--- config.mk ---
export PLATFORM = sky130hd
export DESIGN_NAME = countdown_timer_bcd
export DESIGN_NICKNAME = d
export VERILOG_FILES = /design/src/rtl/countdown_timer_bcd_pkg.sv /design/src/rtl/countdown_timer_bcd_digit_dec.sv /design/src/rtl/countdown_timer_bcd.sv
export SDC_FILE = /design/constraint.sdc
export NUM_CORES = 1
export LEC_CHECK = 0
export CORE_ASPECT_RATIO = 2
export CORE_MARGIN = 2
export CORE_UTILIZATION = 42
export CTS_CLUSTER_DIAMETER = 80
export DETAILED_ROUTE_END_ITERATION = 7
export PLACE_DENSITY_LB_ADDON = 0.15
export SYNTH_ARGS = -nofsm -noshare
export SYNTH_HDL_FRONTEND = slang
export SYNTH_HIERARCHICAL = 1
export SYNTH_SLANG_ARGS = --single-unit
--- constraint.sdc ---
create_clock -name clk -period 3.47 [get_ports clk]
set_input_delay 1.041 -clock clk [delete_from_list [all_inputs] [get_ports clk]]
set_output_delay 1.041 -clock clk [all_outputs]
set_load 0.005 [all_outputs]
--- src/rtl/countdown_timer_bcd_pkg.sv ---
// Shared types for the BCD countdown timer: FSM states, BCD digit type and clamp helper.
package countdown_timer_bcd_pkg;

    typedef enum logic [1:0] {
        IDLE,
        RUN,
        PAUSE,
        DONE
    } state_t;

    typedef logic [3:0] bcd_t;

    localparam bcd_t BCD_MAX = 4'd9;

    // Loaded digits above 9 are not valid BCD and saturate to 9.
    function automatic bcd_t clamp_bcd(input bcd_t d);
        return (d > BCD_MAX) ? BCD_MAX : d;
    endfunction

endpackage

--- src/rtl/countdown_timer_bcd_digit_dec.sv ---
// One BCD digit with load, decrement-enable and borrow-out; wraps 0 -> 9 on borrow.
module bcd_digit_dec
    import countdown_timer_bcd_pkg::*;
#(
    parameter bcd_t RESET_VAL = 4'd0
) (
    input  logic       clk,
    input  logic       rst,
    input  logic       ld,
    input  logic [3:0] ld_val,
    input  logic       dec,
    output logic [3:0] digit,
    output logic [3:0] nxt,
    output logic       borrow
);

    // nxt is exported so the parent can detect the terminal count before it is registered.
    always_comb begin
        nxt    = digit;
        borrow = 1'b0;
        if (ld) begin
            nxt = ld_val;
        end else if (dec) begin
            if (digit == 4'd0) begin
                nxt    = BCD_MAX;
                borrow = 1'b1;
            end else begin
                nxt = digit - 4'd1;
            end
        end
    end

    always_ff @(posedge clk or negedge rst) begin
        if (!rst) begin
            digit <= RESET_VAL;
        end else begin
            digit <= nxt;
        end
    end

endmodule

--- src/rtl/countdown_timer_bcd.sv ---
// BCD countdown timer (00.0-99.9) driving the 100 ms tick stage enable.
// Optional blinking low-time warning is enabled by defining COUNTDOWN_WARN_EN.
module countdown_timer_bcd
    import countdown_timer_bcd_pkg::*;
#(
    parameter int DEFAULT_TENS = 6,
    parameter int DEFAULT_ONES = 0,
    parameter int WARN_SEC     = 10
) (
    input  logic       clk,
    input  logic       rst,
    input  logic       ms100,
    input  logic       load,
    input  logic [3:0] load_tens,
    input  logic [3:0] load_ones,
    input  logic       start,
    input  logic       pause,
    input  logic       abort,
    output logic       tick_en,
    output logic [3:0] sec_tens,
    output logic [3:0] sec_ones,
    output logic [3:0] tenths,
    output logic       running,
    output logic       timeout,
    output logic       warn
);

    state_t state, ctrl_state, next_state;
    logic   do_dec, do_ld, count_zero;
    bcd_t   ld_tens, ld_ones;
    bcd_t   tens_nxt, ones_nxt, tenths_nxt;
    logic   tenths_borrow, ones_borrow, tens_borrow;

    assign count_zero = (sec_tens == 4'd0) && (sec_ones == 4'd0) && (tenths == 4'd0);

    // Control decode in priority order abort > load > start > pause > tick.
    always_comb begin
        ctrl_state = state;
        do_dec     = 1'b0;
        do_ld      = 1'b0;
        ld_tens    = bcd_t'(DEFAULT_TENS);
        ld_ones    = bcd_t'(DEFAULT_ONES);
        if (abort) begin
            ctrl_state = IDLE;
            do_ld      = 1'b1;
        end else if (load && (state != RUN)) begin
            ctrl_state = IDLE;
            do_ld      = 1'b1;
            ld_tens    = clamp_bcd(load_tens);
            ld_ones    = clamp_bcd(load_ones);
        end else if (start && ((state == IDLE) || (state == PAUSE))) begin
            ctrl_state = count_zero ? DONE : RUN;
        end else if (pause && (state == RUN)) begin
            ctrl_state = PAUSE;
        end else if (ms100 && (state == RUN)) begin
            do_dec = 1'b1;
        end
    end

    // A decrement landing on 00.0 finishes the run; a tens borrow would be an underflow, so stop too.
    always_comb begin
        next_state = ctrl_state;
        if (do_dec && (tens_borrow ||
                       ((tens_nxt == 4'd0) && (ones_nxt == 4'd0) && (tenths_nxt == 4'd0)))) begin
            next_state = DONE;
        end
    end

    bcd_digit_dec #(.RESET_VAL(4'd0)) u_tenths (
        .clk    (clk),
        .rst    (rst),
        .ld     (do_ld),
        .ld_val (4'd0),
        .dec    (do_dec),
        .digit  (tenths),
        .nxt    (tenths_nxt),
        .borrow (tenths_borrow)
    );

    bcd_digit_dec #(.RESET_VAL(bcd_t'(DEFAULT_ONES))) u_ones (
        .clk    (clk),
        .rst    (rst),
        .ld     (do_ld),
        .ld_val (ld_ones),
        .dec    (tenths_borrow),
        .digit  (sec_ones),
        .nxt    (ones_nxt),
        .borrow (ones_borrow)
    );

    bcd_digit_dec #(.RESET_VAL(bcd_t'(DEFAULT_TENS))) u_tens (
        .clk    (clk),
        .rst    (rst),
        .ld     (do_ld),
        .ld_val (ld_tens),
        .dec    (ones_borrow),
        .digit  (sec_tens),
        .nxt    (tens_nxt),
        .borrow (tens_borrow)
    );

    // timeout fires on the single update that enters DONE.
    always_ff @(posedge clk or negedge rst) begin
        if (!rst) begin
            state   <= IDLE;
            tick_en <= 1'b0;
            running <= 1'b0;
            timeout <= 1'b0;
        end else begin
            state   <= next_state;
            tick_en <= (next_state == RUN);
            running <= (next_state == RUN);
            timeout <= (next_state == DONE) && (state != DONE);
        end
    end

`ifdef COUNTDOWN_WARN_EN
    logic [6:0] next_secs;

    assign next_secs = 7'(tens_nxt) * 7'd10 + 7'(ones_nxt);

    // Blinks at 1 Hz: high for the upper half of each second while time is low.
    always_ff @(posedge clk or negedge rst) begin
        if (!rst) begin
            warn <= 1'b0;
        end else begin
            warn <= ((next_state == RUN) || (next_state == PAUSE)) &&
                    (int'(next_secs) < WARN_SEC) && (tenths_nxt >= 4'd5);
        end
    end
`else
    assign warn = 1'b0;
`endif

endmodule

==> results_tabular.tex <==
\begin{tabular}{lr}
\hline
Metric & Value \\
\hline
\multicolumn{2}{l}{\textbf{Run status}} \\
\quad Result of the run & finished with violations \\
\quad Violated checks & setup timing \\
\multicolumn{2}{l}{\textbf{Power and ir drop}} \\
\quad Leakage power summed over all cells & $\sim$0.76 nW \\
\quad Maximum ir drop on the vdd rail & a little over 0.2 mV \\
\quad Total power density per cell area & 300 nW/µm² \\
\multicolumn{2}{l}{\textbf{Logic synthesis}} \\
\quad Post-Synth XOR/XNOR Area & roughly 2.4\% \\
\quad Number of synthesized flops with an enable pin & 0 \\
\quad Yosys reg bits & 16 \\
\quad Combinational family with the most area after synthesis & simple AND/OR/NAND/NOR gates \\
\quad Gate Count Post-Synth & 112 \\
\quad Post-Synth Simple-Gate Area & 38.1\% \\
\quad Adder-cell share of the synthesized area & 0\% \\
\quad Synth cell types & 31 \\
\quad Predominant post-synthesis flop cell & sky130\_fd\_sc\_hd\_\_dfrtp\_1 \\
\quad Synth warn & 6 \\
\quad Multiplexer share of the synthesized area & 0\% \\
\quad Mapped Area & around 1100 µm² \\
\quad Register area share after synthesis & between 30\% and 40\% \\
\quad FFs w/ async S/R, synth & 100\% \\
\quad Average instance area after synthesis & 9.85 µm² \\
\quad Complex-gate fraction of the synthesized area & between 15 and 20\% \\
\multicolumn{2}{l}{\textbf{Die}} \\
\quad Placement row count & 26 \\
\quad Num ports & 31 \\
\quad Chip height & around 76 µm \\
\quad Die area & between 3000 and 4000 µm² \\
\quad Initial Util & between 40\% and 50\% \\
\quad Std-Cell Core Area & 2540 µm² \\
\quad Die width & slightly above 40 µm \\
\multicolumn{2}{l}{\textbf{Global route}} \\
\quad Via count of the first global-routing pass & between 1k and 1.5k \\
\quad Overall routing resource usage & between 20\% and 30\% \\
\quad Maximum number of pins on one net before global-route repair & 30 \\
\quad Wire length of the first global-routing pass & between 5 and 6 mm \\
\quad Number of antenna violations at the first check in global routing & 0 \\
\quad GR Overflow Total & 0 \\
\multicolumn{2}{l}{\textbf{Flow run}} \\
\quad Max Cap Violations & 0 \\
\multicolumn{2}{l}{\textbf{Detailed routing}} \\
\quad DRT antenna net count & 0 \\
\quad Wire length after detailed routing & between 3 and 4 mm \\
\quad Post-DR vias/cell & roughly 5.4 \\
\quad Number of search-and-repair iterations in the first detailed-routing pass & 4 \\
\quad Detailed-route wire length per cell & $\sim$16 µm \\
\quad 1st-iter DRT viols & 35 \\
\quad Number of vias in the routed layout & 1103 \\
\quad Final routed DRC violation total & 0 \\
\multicolumn{2}{l}{\textbf{Final layout}} \\
\quad Area occupied by multi-input gates & between 700 and 800 µm² \\
\quad Filler instances & around 220 \\
\quad Share of the core filled with cells in the final layout & a little over two thirds \\
\quad Final non-filler cell total & a little over 200 \\
\quad Fraction of layout cells with a size suffix above 1 & 36.2\% \\
\quad Seq. cell area & approximately 400 µm² \\
\quad N\_diodes & 0 \\
\quad Nets & between 150 and 200 \\
\quad Synth-to-layout area growth & 61.0\% \\
\multicolumn{2}{l}{\textbf{Worst setup path}} \\
\quad Critical path's slowest cell & sky130\_fd\_sc\_hd\_\_a221o\_1 \\
\quad Cell occurring most often along the worst timing path & sky130\_fd\_sc\_hd\_\_nor3b\_4 \\
\quad Start-to-end type of the worst setup path & in2reg \\
\quad Signal arrival time at the worst endpoint & between 3000 and 4000 ps \\
\quad Longest individual stage delay on the worst path & 290 ps \\
\quad Max FO, Critical Path & 3 \\
\quad CP Data Required Time & $\sim$3600 ps \\
\quad Critical path endpoint category & flip-flop \\
\quad Setup crit start kind & input port \\
\quad List of cells traversed by the critical path & buf\_8, nor2\_4, nand3\_2, inv\_2, nor4b\_4, nor3b\_4, nor4b\_4, nor3b\_4, buf\_4, nor3b\_4, nor3b\_2, a221o\_1, nor4\_1, a31oi\_1, or2\_4, a221oi\_2 \\
\multicolumn{2}{l}{\textbf{Clock network}} \\
\quad TritonCTS clock tree & yes \\
\quad Number of buffers on the longest clock path & 2 \\
\quad Number of H-tree levels & 1 \\
\quad Root Driver & sky130\_fd\_sc\_hd\_\_clkbuf\_8 \\
\quad \# hold bufs at CTS & 0 \\
\quad Clock sink count & 16 \\
\quad Clock slew seen by the registers of the worst setup and hold paths & 70 ps \\
\quad Insertion delay to the later sink of the worst-skew pair & $\sim$240 ps \\
\quad Number of buffers created by CTS & 3 \\
\multicolumn{2}{l}{\textbf{STA}} \\
\quad Minimum clock period & roughly 3700 ps \\
\quad Worst rel slew slack & around half \\
\quad Setup\_tns & -484 ps \\
\quad RSZ-0062 raised after global routing & true \\
\quad Skew final & roughly 0.9 ps \\
\quad Setup violation total in the final timing report & 3 \\
\quad Pin slew with the least headroom to its limit & about 750 ps \\
\quad Smallest setup slack after layout & -230 ps \\
\quad Achievable Freq & roughly 0.27 GHz \\
\quad Number of max-slew violations in the final report & 0 \\
\quad Fin. Hold Viols & 0 \\
\quad Final hold slack & about 530 ps \\
\quad Share of the clock period used by the worst path & 107\% \\
\multicolumn{2}{l}{\textbf{Min path}} \\
\quad Class of the tightest hold or removal check & reg2reg \\
\multicolumn{2}{l}{\textbf{Placed design}} \\
\quad Number of input and output port buffers inserted & 29 \\
\quad Pre-CTS setup slack & -734 ps \\
\quad Final RePlAce weighted congestion & 0.847 \\
\quad Placed cell count & 188 \\
\quad DP HPWL & 2.34 mm \\
\hline
\end{tabular}
[through the flow]
step / total power, mW / instance area (µm²)
floorplan: 0.280 / 1150
global placement: 0.352 / 1600
detailed placement: 0.355 / 1600
CTS: 0.532 / 1740
global route: 0.558 / 1780
finish: 0.533 / 1780
[final cells by class]
| class | count | share of cell area [%] |
|---|---|---|
| well taps | 28 | 1.97 |
| repair buffers | 62 | 30.3 |
| flip-flops and latches | 16 | 22.7 |
| clock buffers | 4 | 3.10 |
| inverters | 7 | 1.48 |
| multi-input cells | 88 | 40.5 |
[flip-flops by register name, indices dropped and copies added (netlist names)]
signal and count:
state 2, running 1, timeout 1, u_tenths/digit 4
u_ones/digit 4, u_tens/digit 4
[critical path: cells and delay by family]
kind / cells / cell delay (ps)
buffers and inverters: 3 / 300
AO/OA/AOI/OAI: 3 / 620
AND/OR/NAND/NOR: 10 / 1900
[cell families after synthesis]
kind of cell | Yosys count
XOR/XNOR | 3
AO/OA/AOI/OAI | 29
other | 1
AND/OR/NAND/NOR | 51
buffers and inverters | 12
flip-flops | 16
[routing by layer]
metal | wire length [µm] | vias up | track usage (%)
met3 | 85 | 4 | 1.75
met5 | 0 | - | 0
met1 | 1130 | 539 | 27.3
li1 | - | 534 | -
met4 | 53 | 0 | 11.0
met2 | 1950 | 26 | 41.9
[timing repair]
item                                    in CTS  in global routing
endpoints found under the setup margin       3                  3
pin swaps                                   10                  9
resized for setup                           16                  6
setup buffers                               10                  3
[final timing paths]
path / startpoint / endpoint / slack [ps] / depth (start not counted)
min in group asynchronous: rst / u_ones/digit[0] / 1230 / 1
max reg2reg: state[1] / timeout / 0 / 15
min: state[1] / timeout / 530 / 1
max in group asynchronous: rst / u_tens/digit[0] / 1770 / 1
min reg2reg: state[1] / timeout / 530 / 1
max: pause / timeout / -230 / 16
[synthesized netlist by cell type, types with 3 or more instances]
| library cell | number | share of area (%) |
|---|---|---|
| sky130_fd_sc_hd__a211o_1 | 3 | 2.4 |
| sky130_fd_sc_hd__a21oi_1 | 8 | 3.6 |
| sky130_fd_sc_hd__a221o_1 | 4 | 3.6 |
| sky130_fd_sc_hd__buf_2 | 3 | 1.4 |
| sky130_fd_sc_hd__dfrtp_1 | 14 | 32 |
| sky130_fd_sc_hd__inv_1 | 7 | 2.4 |
| sky130_fd_sc_hd__nand2_1 | 6 | 2.0 |
| sky130_fd_sc_hd__nand2b_1 | 3 | 1.7 |
| sky130_fd_sc_hd__nand3_1 | 3 | 1.4 |
| sky130_fd_sc_hd__nor2b_1 | 7 | 4.0 |
| sky130_fd_sc_hd__nor3b_1 | 11 | 7.5 |
| sky130_fd_sc_hd__nor3b_2 | 3 | 3.4 |
| sky130_fd_sc_hd__nor4_1 | 3 | 1.7 |
| sky130_fd_sc_hd__nor4_2 | 3 | 3.4 |
| sky130_fd_sc_hd__nor4b_4 | 3 | 6.5 |
| sky130_fd_sc_hd__o21ai_0 | 10 | 4.5 |
| sky130_fd_sc_hd__xnor2_1 | 3 | 2.4 |
[report_power, final]
group	internal [mW]	leakage [nW]	switching [mW]
logic	0.0829	0.525	0.0540
registers	0.202	0.203	0.0291
clock network	0.101	0.0288	0.0646
total	0.385	0.757	0.148
[cells in the final DEF, fill, tap and decap left out, drive strengths merged, types with 2 or more instances in the layout]
| master | instances |
|---|---|
| nand2b | 3 |
| o21ai | 10 |
| nor4 | 6 |
| nor2 | 2 |
| a211o | 3 |
| clkbuf | 5 |
| nor2b | 7 |
| nand3 | 3 |
| and2 | 2 |
| dfstp | 2 |
| nor4b | 3 |
| xnor2 | 3 |
| nor3b | 14 |
| inv | 7 |
| clkdlybuf4s50 | 25 |
| conb | 5 |
| a21oi | 8 |
| dfrtp | 14 |
| a221o | 4 |
| nand2 | 7 |
| buf | 35 |
No activity file was read; power rests on OpenSTA's default activity.
